File: src/rtl/fibonacci_unit_if.sv
// Start/done handshake bundle for fibonacci_unit.
// The controller drives the index and the start pulse; the unit returns
// the result and its valid level.
interface fibonacci_unit_if;
  logic [15:0] din;
  logic        start;
  logic [15:0] dout;
  logic        done;

  modport master (
    output din,
    output start,
    input  dout,
    input  done
  );

  modport slave (
    input  din,
    input  start,
    output dout,
    output done
  );
endinterface

File: src/rtl/fibonacci_unit.sv
// Iterative 16-bit Fibonacci calculator.
// A start pulse captures the index, and the unit takes one recurrence step per clock.
// The result is then presented on dout with done held high until the next accepted start.
// Optional feature macro: FIB_SATURATE_EN. When it is defined, a result whose
// true value exceeds 16 bits is reported as 16'hFFFF. When it is undefined,
// the result is the plain modulo-2^16 value.
module fibonacci_unit (
  input  logic               clk,
  input  logic               reset,
  fibonacci_unit_if.slave    bus
);

  typedef enum logic [1:0] {
    IDLE = 2'd0,
    CALC = 2'd1,
    DONE = 2'd2
  } state_t;

  state_t      state_r;
  state_t      next_state_s;
  logic [15:0] a_r;
  logic [15:0] b_r;
  logic [15:0] cnt_r;
  logic [15:0] dout_r;
  logic        done_r;
  logic [15:0] a_nxt_s;
  logic [15:0] b_nxt_s;
  logic [15:0] cnt_nxt_s;
  logic [15:0] dout_nxt_s;
  logic        done_nxt_s;
  logic [16:0] sum_s;
  logic [15:0] result_s;

`ifdef FIB_SATURATE_EN
  logic a_sat_r;
  logic b_sat_r;
  logic a_sat_nxt_s;
  logic b_sat_nxt_s;
`endif

  // Carry-out is kept so the saturating build can see when a+b overflows.
  assign sum_s = {1'b0, a_r} + {1'b0, b_r};

`ifdef FIB_SATURATE_EN
  assign result_s = a_sat_r ? 16'hFFFF : a_r;
`else
  assign result_s = a_r;
`endif

  assign bus.dout = dout_r;
  assign bus.done = done_r;

  // Next-state and datapath update for the IDLE/CALC/DONE sequencer.
  always_comb begin
    next_state_s = state_r;
    a_nxt_s      = a_r;
    b_nxt_s      = b_r;
    cnt_nxt_s    = cnt_r;
    dout_nxt_s   = dout_r;
    done_nxt_s   = done_r;
`ifdef FIB_SATURATE_EN
    a_sat_nxt_s  = a_sat_r;
    b_sat_nxt_s  = b_sat_r;
`endif
    case (state_r)
      IDLE: begin
        done_nxt_s = 1'b0;
        if (bus.start) begin
          a_nxt_s      = 16'd0;
          b_nxt_s      = 16'd1;
          cnt_nxt_s    = bus.din;
`ifdef FIB_SATURATE_EN
          a_sat_nxt_s  = 1'b0;
          b_sat_nxt_s  = 1'b0;
`endif
          next_state_s = CALC;
        end else begin
          next_state_s = IDLE;
        end
      end
      CALC: begin
        // start is deliberately ignored here; the captured index is final.
        if (cnt_r == 16'd0) begin
          dout_nxt_s   = result_s;
          done_nxt_s   = 1'b1;
          next_state_s = DONE;
        end else begin
          a_nxt_s      = b_r;
          b_nxt_s      = sum_s[15:0];
          cnt_nxt_s    = cnt_r - 16'd1;
`ifdef FIB_SATURATE_EN
          a_sat_nxt_s  = b_sat_r;
          b_sat_nxt_s  = a_sat_r | b_sat_r | sum_s[16];
`endif
          next_state_s = CALC;
        end
      end
      DONE: begin
        if (bus.start) begin
          // Back-to-back restart: drop done now, keep the old dout visible.
          done_nxt_s   = 1'b0;
          a_nxt_s      = 16'd0;
          b_nxt_s      = 16'd1;
          cnt_nxt_s    = bus.din;
`ifdef FIB_SATURATE_EN
          a_sat_nxt_s  = 1'b0;
          b_sat_nxt_s  = 1'b0;
`endif
          next_state_s = CALC;
        end else begin
          done_nxt_s   = 1'b1;
          next_state_s = DONE;
        end
      end
      default: begin
        done_nxt_s   = 1'b0;
        next_state_s = IDLE;
      end
    endcase
  end

  // State, datapath and output registers; reset aborts any calculation at once.
  always_ff @(posedge clk or negedge reset) begin
    if (!reset) begin
      state_r <= IDLE;
      a_r     <= 16'd0;
      b_r     <= 16'd0;
      cnt_r   <= 16'd0;
      dout_r  <= 16'h0000;
      done_r  <= 1'b0;
    end else begin
      state_r <= next_state_s;
      a_r     <= a_nxt_s;
      b_r     <= b_nxt_s;
      cnt_r   <= cnt_nxt_s;
      dout_r  <= dout_nxt_s;
      done_r  <= done_nxt_s;
    end
  end

`ifdef FIB_SATURATE_EN
  // Sticky overflow flags that travel with a and b through the recurrence.
  always_ff @(posedge clk or negedge reset) begin
    if (!reset) begin
      a_sat_r <= 1'b0;
      b_sat_r <= 1'b0;
    end else begin
      a_sat_r <= a_sat_nxt_s;
      b_sat_r <= b_sat_nxt_s;
    end
  end
`endif

endmodule

File: src/flat_wrapper.sv
// flat-port wrapper written by rule: the top's interface ports become plain ports
module fibonacci_unit_flat 
  (clk, reset, bus_din, bus_start, bus_dout, bus_done);
  fibonacci_unit_if bus_i ();
  input  logic clk;
  input  logic reset;
  input wire logic [$bits(bus_i.din)-1:0] bus_din;
  input wire logic [$bits(bus_i.start)-1:0] bus_start;
  output wire logic [$bits(bus_i.dout)-1:0] bus_dout;
  output wire logic [$bits(bus_i.done)-1:0] bus_done;
  assign bus_i.din = bus_din;
  assign bus_i.start = bus_start;
  assign bus_dout = bus_i.dout;
  assign bus_done = bus_i.done;
  fibonacci_unit u_core (.clk(clk), .reset(reset), .bus(bus_i));
endmodule
File: config.mk
export PLATFORM = sky130hd
export DESIGN_NAME = fibonacci_unit_flat
export DESIGN_NICKNAME = d
export VERILOG_FILES = /design/src/rtl/fibonacci_unit_if.sv /design/src/rtl/fibonacci_unit.sv /design/src/flat_wrapper.sv
export SDC_FILE = /design/constraint.sdc
export NUM_CORES = 1
export LEC_CHECK = 0
export ABC_CLOCK_PERIOD_IN_PS = 5600
export CORE_UTILIZATION = 35
export DETAILED_ROUTE_END_ITERATION = 10
export GPL_ROUTABILITY_DRIVEN = 1
export GPL_TIMING_DRIVEN = 0
export PLACE_DENSITY_LB_ADDON = 0.3
export RECOVER_POWER = 50
export SETUP_SLACK_MARGIN = 0.4
export SLEW_MARGIN = 20
export SYNTH_ARGS = -nofsm -noshare
export SYNTH_HDL_FRONTEND = slang
export SYNTH_SLANG_ARGS = --single-unit
export TNS_END_PERCENT = 5
File: constraint.sdc
create_clock -name clk -period 5.6 [get_ports clk]
set_input_delay 1.4 -clock clk [delete_from_list [all_inputs] [get_ports clk]]
set_output_delay 1.4 -clock clk [all_outputs]
set_load 0.02 [all_outputs]
# Word level (Yosys, flattened, before mapping)
# Index checks and enable logic that the tools add are counted.
dict set report totals {
  register_bits 67
  latch_bits 0
  mem_bits_rw 0
  mem_bits_ro 0
  inputBits 19
  output_inout_bits 17
  elab_cells 35
  n_memories 0
}
dict set report op_classes {
  n_addsub 2
  multipliers 0
  n_div 0
  magnitude_cmp 0
  eq_ne 5
  shift 0
  muxes 16
  bitwise_logic 0
  n_reduce_logical 6
}
# cell count
set op_table {}
lappend op_table {{16-bit two-way mux} 6}
lappend op_table {{16-bit case mux with 2 select lines} 3}
lappend op_table {{16-bit adder} 1}
lappend op_table {{16-bit zero test} 1}
lappend op_table {{16-bit by 1-bit subtractor with 16-bit output, second input constant} 1}
lappend op_table {{2-bit case mux with 3 select lines} 1}
lappend op_table {{2-bit two-way mux} 2}
lappend op_table {{2-bit by 1-bit != test with 1-bit output, second input constant} 2}
lappend op_table {{1-bit two-way mux} 3}
lappend op_table {{3-bit AND reduction} 1}
lappend op_table {{2-bit by 1-bit equality test with 1-bit output, second input constant} 1}
lappend op_table {{2-bit equality test, second input constant} 1}
lappend op_table {{2-bit zero test} 1}
lappend op_table {{2-bit != test, second input constant} 1}
lappend op_table {{1-bit case mux with 2 select lines} 1}
lappend op_table {{2-bit AND reduction} 1}
lappend op_table {{2-bit nonzero test} 1}
lappend op_table {{2-bit OR reduction} 1}

# Logic depth before layout (Yosys ltp)
dict set report logic_depth {
  word_depth 4
  ltp_mapped 10
  mapped_depth_nobuf 9
}

# Least setup slack after synthesis
# No wires, ideal clock.
dict set report synth_path {
  path_kind {in2reg}
  startpoint {input port bus_start}
  endpoint {register u_core.b_r[15]}
  setup_ns 0.087
  arrival_ns 2.332
  required_ns 5.513
  slack_ns 3.181
  cell_stages 6
  n_path_buf 0
  path_cell_list {inv_1 -> a21oi_1 -> o31ai_4 -> nor2_1 -> nand2_1 -> o211ai_1}
}
dict set report synth_between {
  elab_chain_len 2
}
# element line_no
set synth_rtl {}
lappend synth_rtl {{start: declaration} flat_wrapper.sv:8} ;# input wire logic [$bits(bus_i.start)-1:0] bus_start;
lappend synth_rtl {{2-bit by 1-bit != test with 1-bit output (no line)} -}
lappend synth_rtl {{3-bit AND reduction (no line)} -}
lappend synth_rtl {{end signal: assignment} fibonacci_unit.sv:134} ;# b_r <= b_nxt_s;
lappend synth_rtl {{end: declaration} fibonacci_unit.sv:22} ;# logic [15:0] b_r;
# Every way passes these cells.
# A chain may end at the register's enable or synchronous reset.

# Worst setup path in the final report
dict set report layout_path {
  startpoint {register u_core.cnt_r[7]}
  endpoint {register u_core.dout_r[11], in the netlist u_core.bus.dout[11]}
}
dict set report layout_between {
  elab_chain_len 2
}
# element line_no
set layout_rtl {}
lappend layout_rtl {{start: declaration} fibonacci_unit.sv:23} ;# logic [15:0] cnt_r;
lappend layout_rtl {{start signal: assignment} fibonacci_unit.sv:135} ;# cnt_r <= cnt_nxt_s;
lappend layout_rtl {{16-bit zero test} fibonacci_unit.sv:83} ;# if (cnt_r == 16'd0) begin
lappend layout_rtl {{2-bit AND reduction (no line)} -}
lappend layout_rtl {{end signal: assignment} fibonacci_unit.sv:136} ;# dout_r <= dout_nxt_s;
lappend layout_rtl {{end: declaration} fibonacci_unit.sv:24} ;# logic [15:0] dout_r;
# Every way passes these cells.

==> qor.txt <==
Status: complete, but fails checks
Failing checks: capacitance limit, slew limit
Setup crit end: u_core.bus.dout[11]
Post-CTS Hold Buffers: 0
I/O pins: 36
First-pass GRT wire length: 15600 µm
Synthesis-to-finish area growth: 19.7%
Setup TNS Final: 0 ps
Critical path origin: u_core.cnt_r[7]
Reg-to-Reg Start: u_core.cnt_r[7]
Clk_lat worst skew: 350 ps
Drt pass-1 iters: 4
Vias: 3209
Final period utilization: 54.5%
Primary FF master, synth: dfrtp_1
Cell count after synthesis: 404
Final core occ: 43.7%
#FFs+latches synth: 67
All-Layer GR Usage: 17.5%
Max frequency: 328 MHz
Unrepaired setup endpoints after global routing: false
Worst slack at placement: 2250 ps
Post-route ant nets: 0
Post-synth EDFFs: 0
Grt ovf: 0
Reg clk slew, reported paths: 80 ps
Critical Path RT: 5830 ps
Worst-Margin Slew: 1620 ps
Vias in the first global route: 3298
Met3 GRT Util: 2.76%
H-tree levels: 3
Clock period minus worst slack: 3050 ps
Die Wd: 107 µm
Worst hold margin: 505 ps
Syn Area/Cell: 9.47 µm²
Via density: 5.42
Total setup buffers inserted after CTS: 0
YS warnings: 0
Initial drt markers: 204
Max cap viols: 1
PortBufs: 35
Critical setup path kind: register to register
Reg2reg path depth: 6
Pwr Density: 639 nW/µm²
# setup viols final: 0
Dpl hpwl: 6630 µm
Reg2reg end: u_core.bus.dout[11]
Placed Cells: 576
Post-route insts no fill: 592
Initial core utilization: 36.6%
WL per Instance: 15.4 µm
Worst Path Arrival: 3280 ps
R2R Setup Slk: 2550 ps
Residual DRC count: 0
Initial antenna violation count: 0
Area of the die: 11400 µm²
Startpoint types: register
GRT busiest layer: met2
Met1 usage: 23.3%
Net Count, Synth: 445
Clk_skew: 12.0 ps
Die Y: 107 µm
Max clock buf depth: 2
Synth async-reset ratio: 100%
Grt met2 use: 27.6%
Routability cong.: 0.868
Cts bufs inserted: 9
CTS Root Buffer Type: clkbuf_8
Setup crit end kind: register
Floorplan row count: 37
Post-synth cell types: 52
Post-Syn Area: 3820 µm²
Nets: 492
Largest net degree at the start of global routing: 40
Worst relative slew slack: -7.81%
Total Wirelength: 9130 µm
Resized Gates After CTS: 0
Sequential share of the synthesized area: 43.8%
Leakage Power: 0.00198 µW
CP Max Fanout: 10
ANT cells: 0
Type of the worst min-delay path: register to register
Setup slack after layout: 2550 ps
CTS tree: built
Layout cells sized above 1: 9.21%
Core Region: 10500 µm²
CTS sink cnt: 67
Max-slew violations: 29
Final hold vios: 0
Peak supply drop: 0.000189 V
-- per-layer routing --
layer | up-vias | part of all wire (%)
li1 | 1544 | -
met1 | 1559 | 48
met2 | 84 | 46
met3 | 22 | 3.8
met4 | 0 | 2.7
met5 | - | 0
-- area by class of cell --
| class | instances | area (µm²) |
|---|---|---|
| Clock inverter | 7 | 116 |
| Buffer | 21 | 108 |
| Clock buffer | 9 | 124 |
| Fill cell | 1038 | 5890 |
| Timing Repair Buffer | 36 | 364 |
| Multi-Input combinational cell | 306 | 1980 |
| Tap cell | 136 | 170 |
| Inverter | 10 | 37.5 |
| Sequential cell | 67 | 1680 |
-- report_power, final --
| group | total (µW) | internal [µW] | switching, µW |
|---|---|---|---|
| registers | 859 | 692 | 166 |
| clock network | 491 | 295 | 196 |
| logic | 1570 | 682 | 892 |
-- synth_stat cells (3+ instances only) --
library cell	instances	share of area, %
nand3_1	6	0.79
nor2_1	36	3.5
nor4_1	5	0.82
o21ai_0	46	6.0
a21o_1	6	1.2
mux2_2	9	2.6
a22oi_1	7	1.4
xor2_1	7	1.6
dfrtp_1	67	44
ha_1	21	6.9
nand4_1	4	0.65
xnor2_1	5	1.1
inv_1	10	0.98
o21a_1	5	0.98
clkbuf_1	14	1.4
nor3_1	9	1.2
mux2_4	6	2.4
a31oi_1	3	0.49
a22o_1	8	1.8
o21ai_1	5	0.65
a21oi_1	27	3.5
buf_4	3	0.59
o31ai_1	8	1.6
o211ai_1	3	0.59
nand2_1	54	5.3
-- worst max-delay path, cell delays in order (launching register included) --
cell	delay [ps]
dfrtp_1	440
nor4_1	890
nand4bb_4	250
or3_1	420
clkbuf_1	360
buf_12	280
mux2_4	290
-- worst min-delay path by stage --
stage / start / to / slack [ps] / cells after the start
6_report: u_core.bus.dout[1] / u_core.bus.dout[1] / 510 / 2
5_1_grt: u_core.bus.dout[9] / u_core.bus.dout[9] / 530 / 1
4_1_cts: u_core.bus.dout[1] / u_core.bus.dout[1] / 510 / 2
3_5_place_dp: u_core.bus.dout[3] / u_core.bus.dout[3] / 500 / 1
3_3_place_gp: u_core.bus.dout[1] / u_core.bus.dout[1] / 460 / 2
2_1_floorplan: u_core.a_r[0] / u_core.a_r[0] / 470 / 2
-- per-stage QoR --
step	instance area, µm²	power [µW]
6_report	4580	2920
3_5_place_dp	4360	2450
4_1_cts	4600	2940
5_1_grt	4580	3190
2_1_floorplan	3820	2080
3_3_place_gp	4350	2400
-- flip-flops by register name, indices dropped and copies added, names as in the netlist --
name and count:
u_core.b_r 16, u_core.state_r 2, u_core.bus.dout 16, u_core.bus.done 1, u_core.a_r 16, u_core.cnt_r 16
-- kinds of logic (layout without fill, tap and decap cells) --
group                    count (synthesis)  in the layout  share of synthesized area (%)
AO/OA/AOI/OAI                          133            133                           22.0
XOR/XNOR                                12             12                           2.75
adder cells (fa/ha/maj)                 22             22                           7.39
buffers and inverters                   31             83                           3.99
flip-flops                              67             67                           43.8
multiplexers                            16             16                           5.27
AND/OR/NAND/NOR                        123            123                           14.8
-- placed cells by master (no fill, tap or decap), drive strengths merged, types with 5 or more instances in the layout --
cell,Yosys,layout
a22oi,7,7
a21oi,27,27
clkbuf,14,25
nand3,6,6
o21a,5,5
o21ai,51,51
clkdlybuf4s50,0,34
nor4,6,6
a22o,8,8
buf,7,7
nand2,54,54
inv,10,10
xor2,7,7
xnor2,5,5
ha,21,21
a21o,6,6
nor3,9,9
dfrtp,67,67
mux2,15,15
nor2,36,36
o31ai,9,9
(Power assumes the default switching activity.)
